**src/rtl/mem_rd_arbiter_if.sv**
```systemverilog
// Bundle of the two burst-request channels, the shared memory read port and the
// tagged response stream of mem_rd_arbiter.
interface mem_rd_arbiter_if #(
    parameter int DATA_W = 16,
    parameter int ADDR_W = 4
);
    logic              req0_valid;
    logic [ADDR_W-1:0] req0_addr;
    logic [ADDR_W-1:0] req0_len;
    logic              req0_ready;
    logic              req1_valid;
    logic [ADDR_W-1:0] req1_addr;
    logic [ADDR_W-1:0] req1_len;
    logic              req1_ready;
    logic              mem_en;
    logic [ADDR_W-1:0] mem_addr;
    logic [DATA_W-1:0] mem_rdata;
    logic              rsp_valid;
    logic [DATA_W-1:0] rsp_data;
    logic              rsp_id;
    logic              rsp_last;
    logic              busy;

    modport slave (
        input  req0_valid, req0_addr, req0_len,
        output req0_ready,
        input  req1_valid, req1_addr, req1_len,
        output req1_ready,
        output mem_en, mem_addr,
        input  mem_rdata,
        output rsp_valid, rsp_data, rsp_id, rsp_last, busy
    );

    modport master (
        output req0_valid, req0_addr, req0_len,
        input  req0_ready,
        output req1_valid, req1_addr, req1_len,
        input  req1_ready,
        input  mem_en, mem_addr,
        output mem_rdata,
        input  rsp_valid, rsp_data, rsp_id, rsp_last, busy
    );
endinterface

```
**src/rtl/mem_rd_arbiter.sv**
```systemverilog
// Two-requester round-robin burst read arbiter over one synchronous-read memory;
// walks a wrapping address counter and returns beats tagged with owner and last flag.
module mem_rd_arbiter #(
    parameter int DATA_W = 16,
    parameter int ADDR_W = 4
) (
    input  logic            clock,
    input  logic            reset_n,
    mem_rd_arbiter_if.slave bus
);
    typedef enum logic [0:0] {
        ST_IDLE  = 1'b0,
        ST_BURST = 1'b1
    } state_t;

    localparam logic [ADDR_W-1:0] ADDR_ZERO = {ADDR_W{1'b0}};
    localparam logic [ADDR_W-1:0] ADDR_ONE  = ADDR_W'(1);

    state_t            state_r;
    state_t            state_nxt_s;
    logic [ADDR_W-1:0] cur_addr_r;
    logic [ADDR_W-1:0] remaining_r;
    logic              owner_r;
    logic              last_grant_r;
    logic              rsp_valid_r;
    logic              rsp_id_r;
    logic              rsp_last_r;
    logic              sel_valid_s;
    logic              sel_id_s;
    logic [ADDR_W-1:0] sel_addr_s;
    logic [ADDR_W-1:0] sel_len_s;
    logic              accept_s;
    logic              last_beat_s;
    logic [DATA_W-1:0] rsp_data_s;

    // Requester selection: a tie goes to whoever was not granted last.
    always_comb begin
        sel_valid_s = 1'b0;
        sel_id_s    = 1'b0;
        if (bus.req0_valid && bus.req1_valid) begin
            sel_valid_s = 1'b1;
            sel_id_s    = ~last_grant_r;
        end else if (bus.req0_valid) begin
            sel_valid_s = 1'b1;
            sel_id_s    = 1'b0;
        end else if (bus.req1_valid) begin
            sel_valid_s = 1'b1;
            sel_id_s    = 1'b1;
        end else begin
            sel_valid_s = 1'b0;
            sel_id_s    = 1'b0;
        end
        if (sel_id_s) begin
            sel_addr_s = bus.req1_addr;
            sel_len_s  = bus.req1_len;
        end else begin
            sel_addr_s = bus.req0_addr;
            sel_len_s  = bus.req0_len;
        end
    end

    assign accept_s    = (state_r == ST_IDLE) && sel_valid_s;
    assign last_beat_s = (state_r == ST_BURST) && (remaining_r == ADDR_ZERO);

    // Next-state logic: a burst never yields until its final read is issued.
    always_comb begin
        state_nxt_s = state_r;
        case (state_r)
            ST_IDLE: begin
                if (accept_s) begin
                    state_nxt_s = ST_BURST;
                end else begin
                    state_nxt_s = ST_IDLE;
                end
            end
            ST_BURST: begin
                if (last_beat_s) begin
                    state_nxt_s = ST_IDLE;
                end else begin
                    state_nxt_s = ST_BURST;
                end
            end
            default: state_nxt_s = ST_IDLE;
        endcase
    end

    // State register.
    always_ff @(posedge clock) begin
        if (!reset_n) begin
            state_r <= ST_IDLE;
        end else begin
            state_r <= state_nxt_s;
        end
    end

    // Burst bookkeeping; last_grant resets to 1 so requester 0 wins the first tie.
    always_ff @(posedge clock) begin
        if (!reset_n) begin
            cur_addr_r   <= ADDR_ZERO;
            remaining_r  <= ADDR_ZERO;
            owner_r      <= 1'b0;
            last_grant_r <= 1'b1;
        end else if (accept_s) begin
            cur_addr_r   <= sel_addr_s;
            remaining_r  <= sel_len_s;
            owner_r      <= sel_id_s;
            last_grant_r <= sel_id_s;
        end else if (state_r == ST_BURST) begin
            cur_addr_r   <= cur_addr_r + ADDR_ONE;
            remaining_r  <= remaining_r - ADDR_ONE;
            owner_r      <= owner_r;
            last_grant_r <= last_grant_r;
        end else begin
            cur_addr_r   <= cur_addr_r;
            remaining_r  <= remaining_r;
            owner_r      <= owner_r;
            last_grant_r <= last_grant_r;
        end
    end

    // Response tags trail the read issue by one cycle to line up with mem_rdata.
    always_ff @(posedge clock) begin
        if (!reset_n) begin
            rsp_valid_r <= 1'b0;
            rsp_id_r    <= 1'b0;
            rsp_last_r  <= 1'b0;
        end else begin
            rsp_valid_r <= (state_r == ST_BURST);
            rsp_id_r    <= owner_r;
            rsp_last_r  <= last_beat_s;
        end
    end

    assign rsp_data_s     = bus.mem_rdata;
    assign bus.req0_ready = accept_s && !sel_id_s;
    assign bus.req1_ready = accept_s && sel_id_s;
    assign bus.mem_en     = (state_r == ST_BURST);
    assign bus.mem_addr   = cur_addr_r;
    assign bus.busy       = (state_r == ST_BURST);
    assign bus.rsp_valid  = rsp_valid_r;
    assign bus.rsp_data   = rsp_data_s;
    assign bus.rsp_id     = rsp_id_r;
    assign bus.rsp_last   = rsp_last_r;
endmodule
```
**src/flat_wrapper.sv**
```systemverilog
// flat-port wrapper written by rule: the top's interface ports become plain ports
module mem_rd_arbiter_flat 
#(
    parameter int DATA_W = 16,
    parameter int ADDR_W = 4
)
  (clock, reset_n, bus_req0_valid, bus_req0_addr, bus_req0_len, bus_req0_ready, bus_req1_valid, bus_req1_addr, bus_req1_len, bus_req1_ready, bus_mem_en, bus_mem_addr, bus_mem_rdata, bus_rsp_valid, bus_rsp_data, bus_rsp_id, bus_rsp_last, bus_busy);
  mem_rd_arbiter_if #(.DATA_W(DATA_W), .ADDR_W(ADDR_W)) bus_i ();
  input  logic clock;
  input  logic reset_n;
  input wire logic [$bits(bus_i.req0_valid)-1:0] bus_req0_valid;
  input wire logic [$bits(bus_i.req0_addr)-1:0] bus_req0_addr;
  input wire logic [$bits(bus_i.req0_len)-1:0] bus_req0_len;
  output wire logic [$bits(bus_i.req0_ready)-1:0] bus_req0_ready;
  input wire logic [$bits(bus_i.req1_valid)-1:0] bus_req1_valid;
  input wire logic [$bits(bus_i.req1_addr)-1:0] bus_req1_addr;
  input wire logic [$bits(bus_i.req1_len)-1:0] bus_req1_len;
  output wire logic [$bits(bus_i.req1_ready)-1:0] bus_req1_ready;
  output wire logic [$bits(bus_i.mem_en)-1:0] bus_mem_en;
  output wire logic [$bits(bus_i.mem_addr)-1:0] bus_mem_addr;
  input wire logic [$bits(bus_i.mem_rdata)-1:0] bus_mem_rdata;
  output wire logic [$bits(bus_i.rsp_valid)-1:0] bus_rsp_valid;
  output wire logic [$bits(bus_i.rsp_data)-1:0] bus_rsp_data;
  output wire logic [$bits(bus_i.rsp_id)-1:0] bus_rsp_id;
  output wire logic [$bits(bus_i.rsp_last)-1:0] bus_rsp_last;
  output wire logic [$bits(bus_i.busy)-1:0] bus_busy;
  assign bus_i.req0_valid = bus_req0_valid;
  assign bus_i.req0_addr = bus_req0_addr;
  assign bus_i.req0_len = bus_req0_len;
  assign bus_req0_ready = bus_i.req0_ready;
  assign bus_i.req1_valid = bus_req1_valid;
  assign bus_i.req1_addr = bus_req1_addr;
  assign bus_i.req1_len = bus_req1_len;
  assign bus_req1_ready = bus_i.req1_ready;
  assign bus_mem_en = bus_i.mem_en;
  assign bus_mem_addr = bus_i.mem_addr;
  assign bus_i.mem_rdata = bus_mem_rdata;
  assign bus_rsp_valid = bus_i.rsp_valid;
  assign bus_rsp_data = bus_i.rsp_data;
  assign bus_rsp_id = bus_i.rsp_id;
  assign bus_rsp_last = bus_i.rsp_last;
  assign bus_busy = bus_i.busy;
  mem_rd_arbiter #(.DATA_W(DATA_W), .ADDR_W(ADDR_W)) u_core (.clock(clock), .reset_n(reset_n), .bus(bus_i));
endmodule
```
**config.mk**
```make
export PLATFORM = sky130hd
export DESIGN_NAME = mem_rd_arbiter_flat
export DESIGN_NICKNAME = d
export VERILOG_FILES = /design/src/rtl/mem_rd_arbiter_if.sv /design/src/rtl/mem_rd_arbiter.sv /design/src/flat_wrapper.sv
export SDC_FILE = /design/constraint.sdc
export NUM_CORES = 1
export LEC_CHECK = 0
export CAP_MARGIN = 30
export CORE_UTILIZATION = 32
export CTS_BUF_LIST = sky130_fd_sc_hd__clkbuf_2 sky130_fd_sc_hd__clkbuf_4 sky130_fd_sc_hd__clkbuf_8
export CTS_CLUSTER_DIAMETER = 60
export DETAILED_ROUTE_END_ITERATION = 16
export PLACE_DENSITY = 0.77
export SLEW_MARGIN = 20
export SYNTH_ARGS = -nofsm -noshare
export SYNTH_HDL_FRONTEND = slang
export SYNTH_SLANG_ARGS = --single-unit
export TNS_END_PERCENT = 100
```
**constraint.sdc**
```tcl
create_clock -name clock -period 1.05 [get_ports clock]
set_input_delay 0.1575 -clock clock [delete_from_list [all_inputs] [get_ports clock]]
set_output_delay 0.1575 -clock clock [all_outputs]
set_load 0.03 [all_outputs]
```
==> out/results.ini, run 1 <==
[floorplanning]
fp.coreArea_mm2=0.00259
num_rows=18
dieHeight_um=55.3
pin_count=63
die_w_um=55.3
die_area_mm2=0.00306
start_util_pct=35.1

[timing]
tightest_slew_ps=367
max_slew_margin_pct=75.5
fin_crit_sh_pct=120
holdWs_ps=315
final-hold-violation-count=0
clock_skew_ps=1.53
rsz0062_at_grt=true
tns_ps=-994
timing.fmax_ghz=0.796
worst_slack_ps=-206
period_needed_ps=1260
slew_viol_final=0
setup_violations=13

[pwr]
max-vdd-ir-drop_mv=1.01
power.density_mw_per_mm2=1320
p_leak_nw=0.609

[clock_network]
cts_sinks=14
clk_transition_reported_paths_ps=90
clock_latency_ps=290
htreeDepth=1
cts_root_buf=clkbuf_4
numCtsBuffers=3
cts_tree=built
clockBufferDepth=2
postCtsHoldBufs=0

[global_routing]
grt_pass1_vias=935
grt-ovfl-total=0
grt_max_degree=12
track_usage_pct=17.4
grt_pass1_wl_mm=4.28
antenna_found_initial=0

[drt]
vias=927
vias_per_cell=5.36
drc=0
final_antenna_net_count=0
drt_iter0_markers=23
wire_per_inst_um=16.1
first_pass_iters=4
finalWirelength_mm=2.78

[place]
dp_hpwl_mm=1.91
dpl-instance-area_mm2=0.00120
port_buffers=30
gp_congestion=0.799

[yosys]
synth_top_cell_by_area=dfxtp_1
yosysSeqAreaShare_pct=30.9
yosys_warnings=0
syn-cell-area_um2=908
synth_common_cells=buf_4, dfxtp_1, nor2_1
synthArstFlopShare_pct=0
avgSynthCellArea_um2=8.65
postSynthCellCount=105
synth.distinct_cells=34
synth_enable_flop_cells=0
synth_area_leaders=dfxtp_1, buf_4, ha_1
ys_ff_latch=14
yosysMostFrequentCell=buf_4
syn-num-nets=144
ys.flop_type=dfxtp_1
synth_top_area_share_pct=30.9

[flow_run]
drv_cap=0

[critical_path]
path_class=flip-flop to output pin
path_cells=a21bo_4 -> nor2_4 -> buf_6
cp_slowest_cell=dfxtp_2
crit_required_ps=890
critPathMaxFanout=3
cp.arrival_ps=1100
start_kind=flip-flop
slowest_delay_ps=350
end_kind=output pin

[outcome]
violations=setup timing
status=complete, but fails checks

[layout]
stdcell_area_mm2=0.00145
final-seq-area_um2=298
drive_gt1_share_pct=49.0
fillCellCount=197
syn_to_final_growth_pct=60.1
nNetsFinal=183
multiInputGateArea_um2=533
diodes=0
final_util_pct=56.1

[min_path]
hp-class=input port to output pin

-- stage by stage --
stage               std cells  setup WS (ps)  total power, mW
floorplan                 105          -4.15             1.17
global placement          158           -476             1.31
detailed placement        158           -546             1.33
CTS                       171           -199             1.85
global route              173           -230             2.00
finish                    173           -206             1.92
-- flip-flops by register name (all words and copies together) (netlist names) --
register,cells
u_core.bus.mem_addr,4
u_core.remaining_r,4
u_core.bus.busy,1
u_core.bus.rsp_id,1
u_core.bus.rsp_last,1
u_core.bus.rsp_valid,1
u_core.last_grant_r,1
u_core.owner_r,1
-- final timing paths --
kind	start	to	slack (ps)	depth (start not counted)
worst min register to register	u_core.owner_r	u_core.bus.rsp_id	490	1
worst max register to register	u_core.last_grant_r	u_core.remaining_r[3]	-110	5
worst max-delay path	u_core.last_grant_r	bus_req1_ready	-210	3
worst min-delay path	bus_mem_rdata[8]	bus_rsp_data[8]	320	0
-- power by group --
group | switching [mW] | leakage (nW) | total [mW] | internal [mW]
Sequential | 0.0607 | 0.118 | 0.670 | 0.609
Combinational | 0.393 | 0.469 | 0.838 | 0.445
Clock | 0.200 | 0.0210 | 0.412 | 0.212
-- placed cells by master, fill, tap and decap left out, types with 4 or more instances in the layout --
cell / count
buf_4: 24
clkdlybuf4s50_1: 17
buf_6: 13
dfxtp_1: 6
dfxtp_2: 5
nor2_1: 4
o21ai_1: 4
-- logic make-up after synthesis --
group           Yosys count  share of synthesized area [%]
compound gates           33                           28.5
simple gates             28                           16.1
buf+inv                  27                           20.4
flops                    14                           30.9
fa+ha+maj                 3                           4.13
-- per-layer routing --
layer	track usage (%)	vias to the layer above	wire length (µm)
met5	0	-	0
met4	2.14	0	61
met3	5.15	10	151
met2	32.2	34	1370
met1	20.2	440	1200
li1	-	443	-
-- timing repair --
action                     CTS  global route
pin swaps                    7             6
gates resized for setup     23            21
setup endpoints to repair   15            18
setup buffers                9             2
-- worst max-delay path, delay by kind of cell, from the launching register on --
family / cells / cell delay, ps
and+or+nand+nor: 1 / 100
DFF: 1 / 350
buffers and inverters: 1 / 140
AOI/OAI and AO/OA: 1 / 220
-- final cells by class --
type / instances / area share [%]
clock buffers: 4 / 2.50
well taps: 30 / 2.58
repair buffers: 57 / 36.4
multi-input cells: 64 / 36.7
flip-flops and latches: 14 / 20.5
inverters: 4 / 1.38
Power figures use the tool's default switching activity.
==> run 2: changes to the inputs <==
--- a/config.mk
+++ b/config.mk
@@ -11,6 +11,7 @@
 export CTS_CLUSTER_DIAMETER = 60
 export DETAILED_ROUTE_END_ITERATION = 16
 export PLACE_DENSITY = 0.77
+export SKIP_CTS_REPAIR_TIMING = 1
 export SLEW_MARGIN = 20
 export SYNTH_ARGS = -nofsm -noshare
 export SYNTH_HDL_FRONTEND = slang
==> run 2 against run 1 <==
  * The flow still finishes with violations (setup timing)
  * First-iteration DRC count decreased by 22%
  * Clock-buffer cell count is the same
  * Critical path depth rose by 1
  * Clock power is 1% lower
  * Final cell count fell by 0.58%
  * Maximum frequency is 2.6% lower
  * Routed wire length decreased by 4.0%
==> out/results.ini, run 2 (same netlist as run 1, synthesis figures left out) <==
[outcome]
status=complete, but fails checks
violations=setup timing

[timing]
worst_slack_ps=-240
period_needed_ps=1290
setup_violations=14
tns_ps=-1070
clock_skew_ps=10.0
final-hold-violation-count=0
tightest_slew_ps=334
holdWs_ps=315
timing.fmax_ghz=0.775
max_slew_margin_pct=77.8
fin_crit_sh_pct=123
slew_viol_final=0
rsz0062_at_grt=true

[floorplanning]
die_area_mm2=0.00306
dieHeight_um=55.3
start_util_pct=35.1
num_rows=18
die_w_um=55.3
fp.coreArea_mm2=0.00259
pin_count=63

[critical_path]
cp.arrival_ps=1130
critPathMaxFanout=5
r2r-start=u_core.last_grant_r
cp_slowest_cell=dfxtp_4
cp_num_buf_inv=1
regToRegSetupSlack_ps=-80
slowest_delay_ps=380
path_cells=nand2b_4 -> nand2_8 -> nor2_4 -> buf_6
cp_top_family=flip-flops
path_class=flip-flop to output pin
end_kind=output pin
crit_required_ps=890
start_kind=flip-flop
crit_start=u_core.last_grant_r

[global_routing]
antenna_found_initial=0
track_usage_pct=16.1
grt_max_degree=15
grt-ovfl-total=0
grt_pass1_wl_mm=4.00
grt_pass1_vias=881

[clock_network]
htreeDepth=1
clock_latency_ps=300
cts_sinks=14
clockBufferDepth=2
numCtsBuffers=3
cts_root_buf=clkbuf_4
cts_tree=built
clk_transition_reported_paths_ps=80

[layout]
final_cells=172
diodes=0
nNetsFinal=182
final-seq-area_um2=299
multiInputGateArea_um2=537
drive_gt1_share_pct=46.5
stdcell_area_mm2=0.00146
syn_to_final_growth_pct=60.2
layout_common_cells=buf_4, clkdlybuf4s50_1, buf_6, dfxtp_1
mostFrequentLayoutCell=buf_4
fillCellCount=206

[drt]
finalWirelength_mm=2.67
drt_iter0_markers=18
first_pass_iters=4
drc=0
vias_per_cell=5.39
vias=927
final_antenna_net_count=0
wire_per_inst_um=15.5

[place]
dp_hpwl_mm=1.91
dp.cells=158
dpl-instance-area_mm2=0.00120
gp_congestion=0.799
port_buffers=30

[min_path]
hp-start=bus_mem_rdata[13]
hp-class=input port to output pin

[pwr]
power.density_mw_per_mm2=1310
max-vdd-ir-drop_mv=0.769
power_mw=1.91
p_leak_nw=0.626

[flow_run]
drv_cap=0

run 2: final cells by class:
type                       count  share of cell area (%)
sequential                    14                    20.6
tap                           30                    2.58
clock buffer                   4                    2.49
inverter                       4                    1.55
timing repair buffer          56                    35.9
multi-input combinational     64                    36.9
run 2: worst reg2reg max path, delay by kind of cell (launching register included):
kind                   cells  cell delay [ps]
AOI/OAI and AO/OA          4              540
buffers and inverters      1              120
DFF                        1              370
run 2: per-stage QoR:
step	worst slack, ps	util (%)
3_3_place_gp	-476	46.5
4_1_cts	-415	47.9
3_5_place_dp	-546	46.5
5_1_grt	-278	56.2
6_report	-240	56.2
2_1_floorplan	-4.15	-
run 2: path summary, 6_finish.rpt:
kind / end / cells past startpoint
max: bus_req0_ready / 4
min: bus_rsp_data[13] / 0
max reg2reg: u_core.remaining_r[3] / 5
min reg2reg: u_core.bus.rsp_id / 1
run 2: layer usage:
layer	share of wire (%)	GRT usage, %
met3	5.3	5.15
met2	51	29.4
met1	43	18.2
met5	0	0
met4	0.75	3.21
run 2: report_power, final:
group	switching, mW	internal [mW]	total [mW]
Combinational	0.393	0.440	0.832
Sequential	0.0623	0.608	0.670
Clock	0.196	0.212	0.408
Total	0.651	1.26	1.91
